<file path="config.mk">
export PLATFORM = sky130hd
export DESIGN_NAME = sdet_share_ctrl
export DESIGN_NICKNAME = d
export VERILOG_FILES = /design/src/rtl/sdet_share_ctrl.sv
export SDC_FILE = /design/constraint.sdc
export NUM_CORES = 1
export LEC_CHECK = 0
export ABC_AREA = 1
export CORE_UTILIZATION = 47
export DETAILED_ROUTE_END_ITERATION = 10
export GPL_TIMING_DRIVEN = 0
export HOLD_SLACK_MARGIN = 0.15
export PLACE_DENSITY = 0.75
export REMOVE_ABC_BUFFERS = 1
export SLEW_MARGIN = 30
export SYNTH_ARGS = -nofsm -noshare
export SYNTH_HDL_FRONTEND = slang
export SYNTH_SLANG_ARGS = --single-unit
</file>
<file path="constraint.sdc">
create_clock -name clk -period 1.3 [get_ports clk]
set_input_delay 0.195 -clock clk [delete_from_list [all_inputs] [get_ports clk]]
set_output_delay 0.195 -clock clk [all_outputs]
set_load 0.02 [all_outputs]
</file>
<file path="src/rtl/sdet_share_ctrl.sv">
// Time-shared "10010" Moore detector serving two word requesters.
// Round-robin grant, per-requester saved detector context, MSB-first serialization.
module sdet_share_ctrl #(
  parameter int WIDTH = 8,
  parameter int CW    = $clog2(WIDTH + 1)
) (
  input  logic             clk,
  input  logic             rst,
  input  logic             req0,
  input  logic [WIDTH-1:0] din0,
  input  logic             req1,
  input  logic [WIDTH-1:0] din1,
  input  logic             ctx_clr,
  output logic             gnt0,
  output logic             gnt1,
  output logic             busy,
  output logic             done,
  output logic             done_id,
  output logic [CW-1:0]    match_cnt
);

  localparam int BW = (WIDTH > 2) ? $clog2(WIDTH) : 1;

  typedef enum logic [2:0] {
    S_A = 3'd0,
    S_B = 3'd1,
    S_C = 3'd2,
    S_D = 3'd3,
    S_E = 3'd4,
    S_F = 3'd5
  } det_t;

  typedef enum logic [1:0] {
    IDLE  = 2'd0,
    SHIFT = 2'd1,
    DONE  = 2'd2
  } ctl_t;

  ctl_t             state, state_nxt;
  det_t             det, det_nxt;
  det_t             ctx0, ctx1;
  logic [WIDTH-1:0] sreg;
  logic [CW-1:0]    cnt, cnt_inc;
  logic [BW-1:0]    bcnt;
  logic             id, last;
  logic             res_id;
  logic [CW-1:0]    res_cnt;
  logic             g0, g1;
  logic             last_bit;

  function automatic det_t det_step(input det_t s, input logic j);
    det_t n;
    n = S_A;
    case (s)
      S_A:     n = j ? S_B : S_A;
      S_B:     n = j ? S_B : S_C;
      S_C:     n = j ? S_B : S_D;
      S_D:     n = j ? S_E : S_A;
      S_E:     n = j ? S_B : S_F;
      S_F:     n = j ? S_B : S_D;
      default: n = S_A;
    endcase
    return n;
  endfunction

  // Grants are masked while reset is held so busy drops immediately on abort.
  always_comb begin
    g0 = 1'b0;
    g1 = 1'b0;
    if (state == IDLE && rst && !ctx_clr) begin
      if (req0 && (!req1 || last))
        g0 = 1'b1;
      else if (req1)
        g1 = 1'b1;
    end
  end

  always_comb begin
    det_nxt  = det_step(det, sreg[WIDTH-1]);
    cnt_inc  = cnt + CW'(det_nxt == S_F);
    last_bit = (bcnt == BW'(WIDTH - 1));
  end

  always_comb begin
    state_nxt = state;
    case (state)
      IDLE:    if (g0 || g1) state_nxt = SHIFT;
      SHIFT:   if (last_bit) state_nxt = DONE;
      DONE:    state_nxt = IDLE;
      default: state_nxt = IDLE;
    endcase
  end

  always_ff @(posedge clk or negedge rst) begin
    if (!rst)
      state <= IDLE;
    else
      state <= state_nxt;
  end

  // Result registers load on the last shift edge so they are valid during DONE.
  always_ff @(posedge clk or negedge rst) begin
    if (!rst) begin
      det     <= S_A;
      ctx0    <= S_A;
      ctx1    <= S_A;
      sreg    <= '0;
      cnt     <= '0;
      bcnt    <= '0;
      id      <= 1'b0;
      last    <= 1'b1;
      res_id  <= 1'b0;
      res_cnt <= '0;
    end else begin
      case (state)
        IDLE: begin
          if (ctx_clr) begin
            ctx0 <= S_A;
            ctx1 <= S_A;
          end else if (g0 || g1) begin
            sreg <= g1 ? din1 : din0;
            det  <= g1 ? ctx1 : ctx0;
            cnt  <= '0;
            bcnt <= '0;
            id   <= g1;
            last <= g1;
          end
        end
        SHIFT: begin
          det  <= det_nxt;
          sreg <= {sreg[WIDTH-2:0], 1'b0};
          bcnt <= bcnt + BW'(1);
          cnt  <= cnt_inc;
          if (last_bit) begin
            res_cnt <= cnt_inc;
            res_id  <= id;
          end
        end
        DONE: begin
          if (id)
            ctx1 <= det;
          else
            ctx0 <= det;
        end
        default: ;
      endcase
    end
  end

  assign gnt0      = g0;
  assign gnt1      = g1;
  assign busy      = (state != IDLE) || g0 || g1;
  assign done      = (state == DONE);
  assign done_id   = res_id;
  assign match_cnt = res_cnt;

endmodule
</file>
==> results.cfg <==
[sta]
finalMaxSlewViolations = 0
slew_headroom_pct = 45.87
worstMarginPinSlew_ns = 0.8120
setup_viol = 26
layout_setup_ws_ns = -0.2795
timing.final.crit_share_pct = 121.5
finClkSkew_ns = 0.007595
hold_violations = 0
rsz0062_at_grt = true
fmax_mhz = 633.1
setup_tns_ns = -4.728
finalCriticalPeriod_ns = 1.580

[grt]
antenna_found_initial = 0
grt_max_degree = 20
grt_usage_pct = 23.37
grt_remaining_overflow = 0
grt_pass1_vias = 1589
grt_pass1_wl_mm = 7.182

[yosys]
synth-seq-cells = 33
yosys_warnings = 0
async_reset_ff_share_pct = 100.0
synth_edf_count = 0
synth.avg_cell_area_sq_um = 7.318
netlist_area_sq_um = 1793
synthFlopType = dfrtp_1
synth_cells = 245
seq_area_frac_synth_pct = 46.13
synth_cell_types = 24

[critical_path]
crit_path_top_delay_cell = dfrtp_1
worst-path-max-fanout = 4
crit_arrival_ns = 1.38
critPathKind = reg -> out
crit_chain = inv_2, nand2_2, nor2_4, buf_12, nand2_8, nand3_4, buf_6
end_kind = primary output
slowest_delay_ns = 0.40
crit_required_ns = 1.11
start_kind = flop

[finish]
drive_above_1_share_pct = 23.68
mostFrequentLayoutCells = 92 x nand2_1, 32 x dfrtp_1, 28 x inv_1, 24 x buf_4, 21 x nand3_1
final_common_cell = nand2_1
nFillCells = 280
final_cell_count_no_fill = 352
area_growth_pct = 44.38
n_antenna_cell = 0
fin_nets = 328
final_util_pct = 70.71

[outcome]
violations = setup timing
status = complete, but fails checks

[power]
power.density_nw_per_um2 = 1982
combPwrFrac_pct = 52.3
pwr-share-seq_pct = 33.2
power_mw = 5.131
switching_share_pct = 43.23
switchingPower_mw = 2.218
intPower_mw = 2.913
peakVddDrop_mv = 1.232
clkPwrFrac_pct = 14.5
power.leakage_nw = 1.384

[die]
die-area_sq_um = 4066
rows = 22
die_height_microns = 63.77
chipWidth_microns = 63.77
io-pin-count = 30
core_area_sq_um = 3661
start_util_pct = 48.97

[placement]
dp_slack_ns = -1.169
portBuffers = 29
dp_hpwl_mm = 2.467
dp.cells = 316
gp_congestion = 0.7921

[clock_network]
clk_pin_slew_ns = 0.07
clk_latency_ns = 0.29
ctsLongestPathBuffers = 2
clock_sinks = 33
cts_buffers = 5
htreeDepth = 2
clockRootBuffer = clkbuf_8
cts_tree = done

[route]
vias = 1729
drc = 0
wl_per_cell_microns = 12.86
drt_iter0_markers = 109
wl_mm = 4.525
firstDrtPassIters = 4
via_per_inst = 4.912
ant_nets = 0

[job]
maxCapViolCount = 0

[min_path]
hold_class = in -> async
[sequential cells by signal, summed over array words and instances (netlist names)]
name       cells
cnt            4
det            3
ctx1           3
done_id        1
sreg           8
id             1
ctx0           3
last           1
bcnt           3
match_cnt      4
state          2
[cell families after synthesis]
family / synth area share [%]
xor+xnor: 0.9771
simple gates: 32.10
fa+ha+maj: 2.791
compound gates: 7.258
buf+inv: 10.75
flops: 46.13
[worst max-delay path: cells and delay by family (launching register included)]
family | cells | cell delay [ns]
buf+inv | 3 | 0.32
flops | 1 | 0.40
simple gates | 4 | 0.36
[repair_timing]
action                                  4_1_cts  5_1_grt
gates cloned                                  0        1
pin swaps                                    10        5
endpoints found under the setup margin       36       50
setup buffers                                23        3
hold buffers                                  2        0
gates resized for setup                      56       16
endpoints found under the hold margin        33        0
[metal layers]
| layer | global-route usage (%) | vias up | wire, microns |
|---|---|---|---|
| met5 | 0 | - | 0 |
| met4 | 9.659 | 0 | 105 |
| met3 | 5.714 | 14 | 293 |
| met2 | 38.96 | 66 | 2267 |
| met1 | 28.74 | 777 | 1858 |
| li1 | - | 872 | - |
[layout make-up]
class                      instances  area [sq um]  share of cell area [%]
multi-input combinational        166         918.4                   35.48
sequential                        33         827.0                   31.95
timing repair buffer              57         543.0                   20.98
inverter                          40         160.2                   6.187
clock buffer                       8         80.08                   3.093
tap                               48         60.06                   2.320
[cell usage after synthesis (2+ instances only)]
| cell type | instances | share of area, % |
|---|---|---|
| nand2_1 | 95 | 20 |
| inv_1 | 36 | 7.5 |
| dfrtp_1 | 32 | 45 |
| nand3_1 | 23 | 6.4 |
| o21ai_0 | 19 | 5.3 |
| nor2_1 | 8 | 1.7 |
| buf_2 | 4 | 1.1 |
| ha_1 | 4 | 2.8 |
| inv_2 | 4 | 0.84 |
| a21oi_1 | 2 | 0.56 |
| nand2_2 | 2 | 0.70 |
| nand2_4 | 2 | 1.3 |
| o21ai_2 | 2 | 0.98 |
| xor2_1 | 2 | 0.98 |
[final timing paths]
kind / slack, ns / endpoint / start / cells after the start
worst max-delay path: -0.28 / busy / state[0]$_DFFE_PN0P_ / 7
worst min-delay path: 0.28 / ctx1[2]$_DFFE_PN0P_ / rst / 3
worst max register to register: -0.25 / cnt[0]$_DFFE_PN0P_ / state[0]$_DFFE_PN0P_ / 10
worst min register to register: 0.47 / bcnt[1]$_DFFE_PN0P_ / bcnt[1]$_DFFE_PN0P_ / 2
max in group asynchronous: 0.34 / match_cnt[1]$_DFFE_PN0P_ / rst / 2
min in group clk: 0.37 / ctx0[1]$_DFFE_PN0P_ / ctx_clr / 4
[stage by stage]
stage                     hold WS, ns  cell area [sq um]
after floorplan               -0.1006               1750
after global placement         0.4575               2101
after detailed placement       0.1477               2127
after CTS                      0.4821               2480
after global routing           0.3494               2589
final                          0.2839               2589
[power groups by stage]
stage	Sequential, mW	Combinational (mW)	Clock [mW]
6_report	1.70	2.69	0.744
5_1_grt	1.74	2.97	0.804
4_1_cts	1.66	2.40	0.743
3_5_place_dp	1.68	1.95	0
3_3_place_gp	1.66	1.88	0
2_1_floorplan	1.73	1.24	0
Power figures use the tool's default switching activity.
